**config.mk**
```make
export PLATFORM = sky130hd
export DESIGN_NAME = fetch_ctrl
export DESIGN_NICKNAME = d
export VERILOG_FILES = /design/src/rtl/fetch_pkg.sv /design/src/rtl/fetch_fifo.sv /design/src/rtl/fetch_ctrl.sv
export SDC_FILE = /design/constraint.sdc
export NUM_CORES = 1
export LEC_CHECK = 0
export ABC_AREA = 1
export CAP_MARGIN = 20
export CORE_MARGIN = 2
export CORE_UTILIZATION = 25
export DETAILED_ROUTE_END_ITERATION = 10
export PLACE_DENSITY = 0.48
export RECOVER_POWER = 100
export REMOVE_ABC_BUFFERS = 1
export SYNTH_ARGS = -nofsm -noshare
export SYNTH_HDL_FRONTEND = slang
export SYNTH_SLANG_ARGS = --single-unit
```
**constraint.sdc**
```tcl
create_clock -name clk_i -period 7.1 [get_ports clk_i]
set_input_delay 0.71 -clock clk_i [delete_from_list [all_inputs] [get_ports clk_i]]
set_output_delay 0.71 -clock clk_i [all_outputs]
set_load 0.01 [all_outputs]
```
**src/rtl/fetch_pkg.sv**
```systemverilog
// Shared types for the instruction fetch controller: FSM state encoding and FIFO entry layout.
package fetch_pkg;

    localparam int unsigned ILEN = 32;

    typedef enum logic [1:0] {
        IDLE    = 2'd0,
        REQ     = 2'd1,
        WAIT    = 2'd2,
        DISCARD = 2'd3
    } fetch_state_e;

    typedef struct packed {
        logic [ILEN-1:0] pc;
        logic [ILEN-1:0] instr;
    } fetch_entry_t;

endpackage

```
**src/rtl/fetch_fifo.sv**
```systemverilog
// Small power-of-two FIFO holding fetched {pc, instr} pairs toward decode; flush empties it on the next edge.
module fetch_fifo
    import fetch_pkg::*;
#(
    parameter int unsigned DEPTH = 2
) (
    input  logic                   clk_i,
    input  logic                   reset_i,
    input  logic                   push,
    input  fetch_entry_t           push_data,
    input  logic                   pop,
    input  logic                   flush,
    output fetch_entry_t           head,
    output logic                   full,
    output logic                   empty,
    output logic [$clog2(DEPTH):0] count
);

    localparam int unsigned PTR_W = $clog2(DEPTH);
    localparam int unsigned CNT_W = PTR_W + 1;

    fetch_entry_t     mem [DEPTH];
    logic [PTR_W-1:0] wr_ptr;
    logic [PTR_W-1:0] rd_ptr;
    logic             pop_en;

    // Popping an empty FIFO is silently ignored
    assign pop_en = pop && !empty;
    assign empty  = (count == '0);
    assign full   = (count == CNT_W'(DEPTH));
    assign head   = mem[rd_ptr];

    always_ff @(posedge clk_i or negedge reset_i) begin
        if (!reset_i) begin
            wr_ptr <= '0;
            rd_ptr <= '0;
            count  <= '0;
            for (int i = 0; i < int'(DEPTH); i++) begin
                mem[i] <= '0;
            end
        end else if (flush) begin
            wr_ptr <= '0;
            rd_ptr <= '0;
            count  <= '0;
        end else begin
            if (push) begin
                mem[wr_ptr] <= push_data;
                wr_ptr      <= wr_ptr + PTR_W'(1);
            end
            if (pop_en) begin
                rd_ptr <= rd_ptr + PTR_W'(1);
            end
            count <= count + CNT_W'(push) - CNT_W'(pop_en);
        end
    end

endmodule

```
**src/rtl/fetch_ctrl.sv**
```systemverilog
// Instruction fetch sequencer: one outstanding req/gnt/rvalid request, credit-gated issue,
// redirect flush with stale-response discard, and a FIFO of fetched instructions toward decode.
module fetch_ctrl
    import fetch_pkg::*;
#(
    parameter logic [31:0] RESET_PC = 32'h0000_0000,
    parameter int unsigned DEPTH    = 2
) (
    input  logic        clk_i,
    input  logic        reset_i,
    input  logic        redirect_i,
    input  logic [31:0] redirect_pc_i,
    output logic        imem_req_o,
    output logic [31:0] imem_addr_o,
    input  logic        imem_gnt_i,
    input  logic        imem_rvalid_i,
    input  logic [31:0] imem_rdata_i,
    output logic        instr_valid_o,
    output logic [31:0] instr_o,
    output logic [31:0] instr_pc_o,
    input  logic        instr_ready_i
);

    localparam int unsigned CNT_W = $clog2(DEPTH) + 1;
    localparam int unsigned OCC_W = CNT_W + 1;

    fetch_state_e    state_q;
    fetch_state_e    state_d;
    logic [ILEN-1:0] fetch_pc_q;
    logic [ILEN-1:0] redirect_target;

    fetch_entry_t     push_data;
    fetch_entry_t     head;
    logic [CNT_W-1:0] fifo_count;
    logic             fifo_full;
    logic             fifo_empty;
    logic             do_push;
    logic             do_pop;
    logic             outstanding;
    logic [OCC_W-1:0] occupancy;
    logic             credit;
    logic             granted;

    assign redirect_target = redirect_pc_i & ~32'h3;

    // A response that coincides with a redirect is stale and never reaches the FIFO
    assign do_push     = (state_q == WAIT) && imem_rvalid_i && !redirect_i;
    assign do_pop      = instr_ready_i && !fifo_empty;
    assign outstanding = (state_q == WAIT) || (state_q == DISCARD);
    assign occupancy   = OCC_W'(fifo_count) + OCC_W'(do_push) - OCC_W'(do_pop) + OCC_W'(outstanding);
    assign credit      = occupancy < OCC_W'(DEPTH);
    assign granted     = imem_req_o && imem_gnt_i;

    assign push_data.pc    = fetch_pc_q - 32'd4;
    assign push_data.instr = imem_rdata_i;

    always_ff @(posedge clk_i or negedge reset_i) begin
        if (!reset_i) begin
            state_q <= IDLE;
        end else begin
            state_q <= state_d;
        end
    end

    always_comb begin
        state_d = state_q;
        unique case (state_q)
            IDLE:    state_d = REQ;
            REQ:     if (granted) state_d = redirect_i ? DISCARD : WAIT;
            WAIT: begin
                if (imem_rvalid_i)   state_d = REQ;
                else if (redirect_i) state_d = DISCARD;
            end
            DISCARD: if (imem_rvalid_i) state_d = REQ;
            default: state_d = IDLE;
        endcase
    end

    always_comb begin
        imem_req_o  = 1'b0;
        imem_addr_o = fetch_pc_q;
        if (state_q == REQ) begin
            imem_req_o = credit;
        end
    end

    // Redirect target wins over the post-grant increment
    always_ff @(posedge clk_i or negedge reset_i) begin
        if (!reset_i) begin
            fetch_pc_q <= RESET_PC;
        end else if (redirect_i) begin
            fetch_pc_q <= redirect_target;
        end else if (granted) begin
            fetch_pc_q <= fetch_pc_q + 32'd4;
        end
    end

    fetch_fifo #(
        .DEPTH (DEPTH)
    ) u_fifo (
        .clk_i     (clk_i),
        .reset_i   (reset_i),
        .push      (do_push),
        .push_data (push_data),
        .pop       (do_pop),
        .flush     (redirect_i),
        .head      (head),
        .full      (fifo_full),
        .empty     (fifo_empty),
        .count     (fifo_count)
    );

    assign instr_valid_o = !fifo_empty;
    assign instr_o       = head.instr;
    assign instr_pc_o    = head.pc;

    push_when_full_a: assert property (@(posedge clk_i) disable iff (!reset_i)
        !(do_push && fifo_full));

endmodule

```
==> run summary, run 1 <==
status -> complete, but fails checks
violated checks -> capacitance limit, slew limit
First DRT Iteration DRCs -> 502
DP Area -> 10,900 µm²
vias in the first global route -> 7,933
worst hold margin -> 0.391 ns
FF-to-FF Start -> u_fifo.count[1]
Power Density -> 363 nW/µm²
post-route antenna net violation count -> 0
FF-to-FF setup slack -> 2.91 ns
Avg WL per Cell -> 15.2 µm
adder-cell share of the synthesized area -> 1.49%
worst-path fanout max -> 23
chip height -> 193 µm
Clock Tree Buf Depth -> 2
largest family of logic cells by synthesized area -> simple AND/OR/NAND/NOR gates
hpwl dp -> 19,700 µm
Max Clock Freq -> 205 MHz
data required time of the worst path -> 7.44 ns
Die X -> 193 µm
Synth Area in Compound Gates -> 7.90%
site row count -> 69
GRT Resource Usage Total -> 15.8%
full die area -> 37,200 µm²
antenna violations before repair -> 0
Total Neg Setup Slack -> 0 ns
postcts setup bufs -> 0
most frequent cells in the layout -> nand2_1, dfrtp_1, nor2_1, o21ai_0, inv_1
IO Pins -> 168
Setup-failing EPs final -> 0
Peak VDD IR -> 0.179 mV
DRC Markers -> 0
Final Cell Area -> 11,400 µm²
Post-Synth XOR/XNOR Area -> 1.77%
first-pass GRT wire length -> 45,000 µm
reg2reg end -> imem_addr_o[12]
crit path time final -> 4.88 ns
final net count -> 1,497
crit path cell chain -> dlygate4sd3_1 > clkbuf_1 > nor2_1 > a21o_1 > fa_1 > inv_1 > nand2_1 > nor2_1 > nand3_1 > nand2_1 > inv_1 > nor2_1 > nand2_1 > o21ai_0
H-tree levels -> 4
HP Class -> in -> async
first drt pass iteration count -> 5
proportion of layout cells with a drive suffix above 1 -> 4.34%
mux cell area share after synthesis -> 0%
Netlist cell types -> 36
Vias -> 8,287
largest net degree at the start of global routing -> 98
Synth Register Bits -> 160
Slew @ Worst Pin -> 3.85 ns
most common library cell in the layout ignoring fill and taps -> nand2_1
simple-gate share of the synthesized area -> 35.8%
RSZ-0062 raised after global routing -> no
Max Slew Vio Count -> 106
critical path class -> in -> reg
critical path's slowest cell -> clkbuf_1
cts repair resizes -> 0
Synth Flop Type -> dfrtp_1
Startpoint Class -> input pin
Worst-Skew Late Latency -> 0.43 ns
CTS Buf Count -> 17
length in cells of the worst reg-to-reg path -> 18
Netlist Area Pre-Place -> 8920 µm²
slowest cell delay on critical path -> 0.85 ns
Final Hold Viols -> 0
Leak -> 0.00561 µW
Hold Buf Count CTS -> 0
slew margin rel. -> -156%
synthesis-to-layout area growth -> 28.2%
Avg Cell Area, Syn -> 6.92 µm²
Vias/cell -> 4.38
global route overflow -> 0
Initial Utilization -> 25.3%
clk root buf -> clkbuf_16
Synthesis Warnings -> 0
FFs w/ async S/R, synth -> 100%
number of synthesized flops with an enable pin -> 0
Mapped Cells -> 1,289
Seq/Total Area, Yosys -> 44.9%
IO buf count -> 161
Antenna diodes -> 0
CORE AREA -> 35,300 µm²
CTS tree -> yes
worst path arrival time -> 5.22 ns
Final Cycle Share -> 68.7%
clock transition at the registers of the reported paths -> 0.07 ns
CP Capture Type -> flop
number of max-cap violations -> 2
worst clock skew -> 0.0136 ns
clock sink count -> 160
Routed WL -> 28,700 µm
routability cong. -> 0.848
## worst max-delay path: cells and delay by family
kind	cells	cell delay (ns)
adder cells (fa/ha/maj)	1	0.43
AND/OR/NAND/NOR	7	1.69
AO/OA/AOI/OAI	2	0.34
buffers and inverters	4	2.02
## flip-flops by register name, indices dropped and copies added (netlist names)
register,flops
u_fifo.wr_ptr,1
state_q,2
u_fifo.mem,124
imem_addr_o,30
u_fifo.rd_ptr,1
u_fifo.count,2
## Yosys cell counts, types with 2 or more instances
cell type  number  share of area [%]
a21oi_1         2               0.11
a31oi_1         3               0.21
buf_1           2              0.084
buf_2          18                1.0
buf_4          10               0.84
buf_6           2               0.25
clkbuf_1       30                1.3
dfrtp_1       160                 45
ha_1            9                1.3
inv_1         104                4.4
inv_2           3               0.13
nand2_1       573                 24
nand2_2         5               0.35
nand3_1        64                3.6
nand3_2         3               0.34
nand4_1        12               0.84
nor2_1        116                4.9
nor2_2         16                1.1
nor2_4          3               0.38
o211ai_1        7               0.59
o21ai_0       109                6.1
o21ai_1         7               0.39
o22ai_1         2               0.14
xnor2_1         2               0.20
xor2_1         16                1.6
## worst max-delay path by stage
stage | startpoint | to
after floorplan | instr_ready_i | imem_addr_o[12]
after global placement | instr_ready_i | imem_addr_o[14]
after detailed placement | instr_ready_i | imem_addr_o[12]
after CTS | instr_ready_i | imem_req_o
after global routing | reset_i | u_fifo.mem[42]
final | redirect_i | imem_addr_o[12]
## per-stage QoR
step | setup slack, ns | std cells | utilization, % | power [µW]
after floorplan | 3.93 | 1229 | - | 2370
after global routing | 1.63 | 1891 | 32.4 | 4510
after CTS | 3.01 | 1891 | 32.5 | 4330
final | 2.22 | 1891 | 32.4 | 4150
after global placement | 2.80 | 1858 | 30.8 | 3340
after detailed placement | 2.77 | 1859 | 30.8 | 3370
## metal layers
| metal | vias to the layer above | share of wire [%] | track usage, % | routed length, µm |
|---|---|---|---|---|
| met3 | 21 | 4.8 | 2.66 | 1390 |
| met4 | 0 | 0.97 | 3.61 | 279 |
| met2 | 200 | 45 | 24.9 | 13100 |
| met5 | - | 0 | 0 | 0 |
| li1 | 4239 | - | - | - |
| met1 | 3827 | 49 | 22.6 | 14000 |
## cell type report
type	instances	area (µm²)
timing repair buffer	169	1660
inverter	108	405
clock buffer	20	457
multi-input combinational	961	4200
clock inverter	12	134
fill	3894	23900
sequential	160	4010
tap	461	577
## power breakdown
part           switching [µW]  internal (µW)  leakage [µW]
combinational            1000            718       0.00325
clock                     399            538      0.000275
sequential                289           1200       0.00208
total                    1690           2450       0.00561
## kinds of logic (layout without fill, tap and decap cells)
group / after synthesis / count (layout)
AND/OR/NAND/NOR: 795 / 795
buffers and inverters: 171 / 309
flip-flops: 160 / 160
XOR/XNOR: 18 / 18
adder cells (fa/ha/maj): 10 / 10
AO/OA/AOI/OAI: 134 / 134
other: 1 / 4
(Power assumes the default switching activity.)
==> inputs of run 2 (changes only) <==
clock period = 4.8 ns   (was 7.1 ns; I/O delays follow)
==> run summary, run 2 (synthesized netlist as in run 1, its figures left out) <==
GRT Resource Usage Total -> 15.9% (+0.065 points)
CTS tree -> yes
slowest cell delay on critical path -> 1.09 ns (+0.24 ns)
chip height -> 193 µm (unchanged)
Max Slew Vio Count -> 418 (+290%)
clock transition at the registers of the reported paths -> 0.07 ns (about the same)
antenna violations before repair -> 0 (unchanged)
sw power -> 2510 µW (+48%)
Power Internal -> 3590 µW (+46%)
DRC Markers -> 0 (unchanged)
Hold Buf Count CTS -> 0 (unchanged)
length in cells of the worst reg-to-reg path -> 18 (unchanged)
IO Pins -> 168 (unchanged)
IO buf count -> 161 (unchanged)
Leak -> 0.00563 µW (+0.29%)
critical path's slowest cell -> inv_1
Slew @ Worst Pin -> 2.26 ns (-1.58 ns)
RSZ-0062 raised after global routing -> no
site row count -> 69 (unchanged)
FF+latch area -> 4010 µm² (unchanged)
Clock Tree Buf Depth -> 2 (unchanged)
First DRT Iteration DRCs -> 488 (-2.8%)
Max Clock Freq -> 249 MHz
postcts setup bufs -> 0 (unchanged)
Startpoint Class -> flop
Total Neg Setup Slack -> 0 ns (unchanged)
H-tree levels -> 4 (unchanged)
Initial Utilization -> 25.3% (unchanged)
Tot Pwr -> 6100 µW (+47%)
Largest Register -> u_fifo.mem
largest net degree at the start of global routing -> 99 (+1.0%)
most frequent cells in the layout -> nand2_1, dfrtp_1, nor2_1, o21ai_0, inv_1
Avg WL per Cell -> 15.2 µm (about the same)
cts repair resizes -> 0 (unchanged)
crit path cell chain -> inv_1 > clkbuf_1 > nand2_1 > nand2_1 > dlygate4sd3_1
slew margin rel. -> -50.9% (+110 points)
first-pass GRT wire length -> 44,900 µm (-0.17%)
worst-path fanout max -> 39 (+70%)
CORE AREA -> 35,300 µm² (unchanged)
most common library cell in the layout ignoring fill and taps -> nand2_1
final net count -> 1,499 (+0.13%)
Switching Fraction -> 41.1% (+0.34 points)
full die area -> 37,200 µm² (unchanged)
clock network power share -> 22.2% (-0.4 points)
Setup-failing EPs final -> 0 (unchanged)
CP Capture Type -> output port
Antenna diodes -> 0 (unchanged)
area of the multi-input gates -> 4200 µm² (unchanged)
proportion of layout cells with a drive suffix above 1 -> 4.54% (+0.20 points)
data required time of the worst path -> 4.32 ns (-3.12 ns)
Critical Path Stages -> 5 (-9)
post-route antenna net violation count -> 0 (unchanged)
Power Density -> 534 nW/µm² (+47%)
synthesis-to-layout area growth -> 28.1%
Vias -> 8,360 (+0.88%)
sequential power share -> 36.1% (+0.2 points)
Final Cycle Share -> 83.8%
critical path class -> reg -> out
max reg flops -> 124 (unchanged)
CTS Buf Count -> 17 (unchanged)
global route overflow -> 0 (unchanged)
routability cong. -> 0.849 (about the same)
Final Cell Area -> 11,400 µm² (-0.12%)
clock sink count -> 160 (unchanged)
Comb pwr share -> 41.8% (+0.3 points)
violated checks -> capacitance limit, slew limit
# fillers -> 3,866 (-0.72%)
Vias/cell -> 4.42 (+0.77%)
Worst-Skew Late Latency -> 0.44 ns (about the same)
number of max-cap violations -> 6 (+4)
Final Hold Viols -> 0 (unchanged)
Worst Hold Path Cells -> 2
Peak VDD IR -> 0.268 mV (+50%)
status -> complete, but fails checks
DP Area -> 10,900 µm² (+0.10%)
hpwl dp -> 19,700 µm (about the same)
clk root buf -> clkbuf_16
crit path time final -> 4.02 ns
vias in the first global route -> 7,944 (+0.14%)
HP Class -> reg -> reg
Buffers & Inverters on Critical Path -> 3 (-1)
CP top delay family -> buffers and inverters
first drt pass iteration count -> 5 (unchanged)
Routed WL -> 28,800 µm (+0.13%)
Die X -> 193 µm (unchanged)
worst clock skew -> 0.00909 ns (-0.00455 ns)
worst path arrival time -> 3.54 ns (-1.68 ns)
cell repeated most along the worst path -> nand2_1
-- run 2: final cells by class --
class	instances	share of cell area [%]
tap	461	5.05
clock buffer	21	4.12
multi-input combinational	961	36.7
timing repair buffer	171	14.5
clock inverter	11	0.910
inverter	108	3.55
sequential	160	35.1
-- run 2: worst paths after layout --
kind | end | startpoint | slack (ns)
min in group asynchronous | u_fifo.mem[69] | reset_i | 0.68
hold reg to reg | u_fifo.mem[112] | u_fifo.mem[112] | 0.48
setup reg to reg | imem_addr_o[31] | u_fifo.count[1] | 0.95
hold / removal | u_fifo.mem[112] | u_fifo.mem[112] | 0.48
setup / recovery | instr_o[14] | u_fifo.rd_ptr | 0.78
max in group asynchronous | u_fifo.mem[49] | reset_i | 1.33
-- run 2: metrics by stage --
stage / hold slack (ns) / util (%) / std cells / setup slack [ns]
6_report: 0.478 / 32.3 / 1893 / 0.778
5_1_grt: 0.490 / 32.3 / 1893 / 0.439
4_1_cts: 0.148 / 32.5 / 1893 / 0.934
3_5_place_dp: 0.465 / 30.8 / 1861 / 1.17
3_3_place_gp: 0.463 / 30.8 / 1861 / 1.14
2_1_floorplan: 0.184 / - / 1229 / 1.72
-- run 2: worst register-to-register path: stages, from the launching register on --
cell and delay, ns:
dfrtp_1 0.43, inv_1 0.12, nand2_1 0.07, nand2_1 0.12, inv_1 0.07, ha_1 0.27
inv_1 0.04, ha_1 0.25, a21o_1 0.19, fa_1 0.43, inv_1 0.06, nand2_1 0.05
nor2_1 0.11, nand3_1 0.22, nand2_1 0.14, clkbuf_1 0.79, o21ai_0 0.22, inv_1 0.10
nand2_1 0.06
-- run 2: routing by layer --
| layer | GRT usage (%) | wire (µm) |
|---|---|---|
| met1 | 22.3 | 14100 |
| met4 | 4.58 | 388 |
| met2 | 24.9 | 12800 |
| met5 | 0 | 0 |
| met3 | 2.80 | 1450 |
-- run 2: power groups by stage --
stage	clock network, µW	registers, µW	logic (µW)
after floorplan	0	2160	1350
after global placement	0	2210	2740
after detailed placement	0	2220	2760
after CTS	1400	2200	2770
after global routing	1460	2260	2900
final	1350	2200	2550
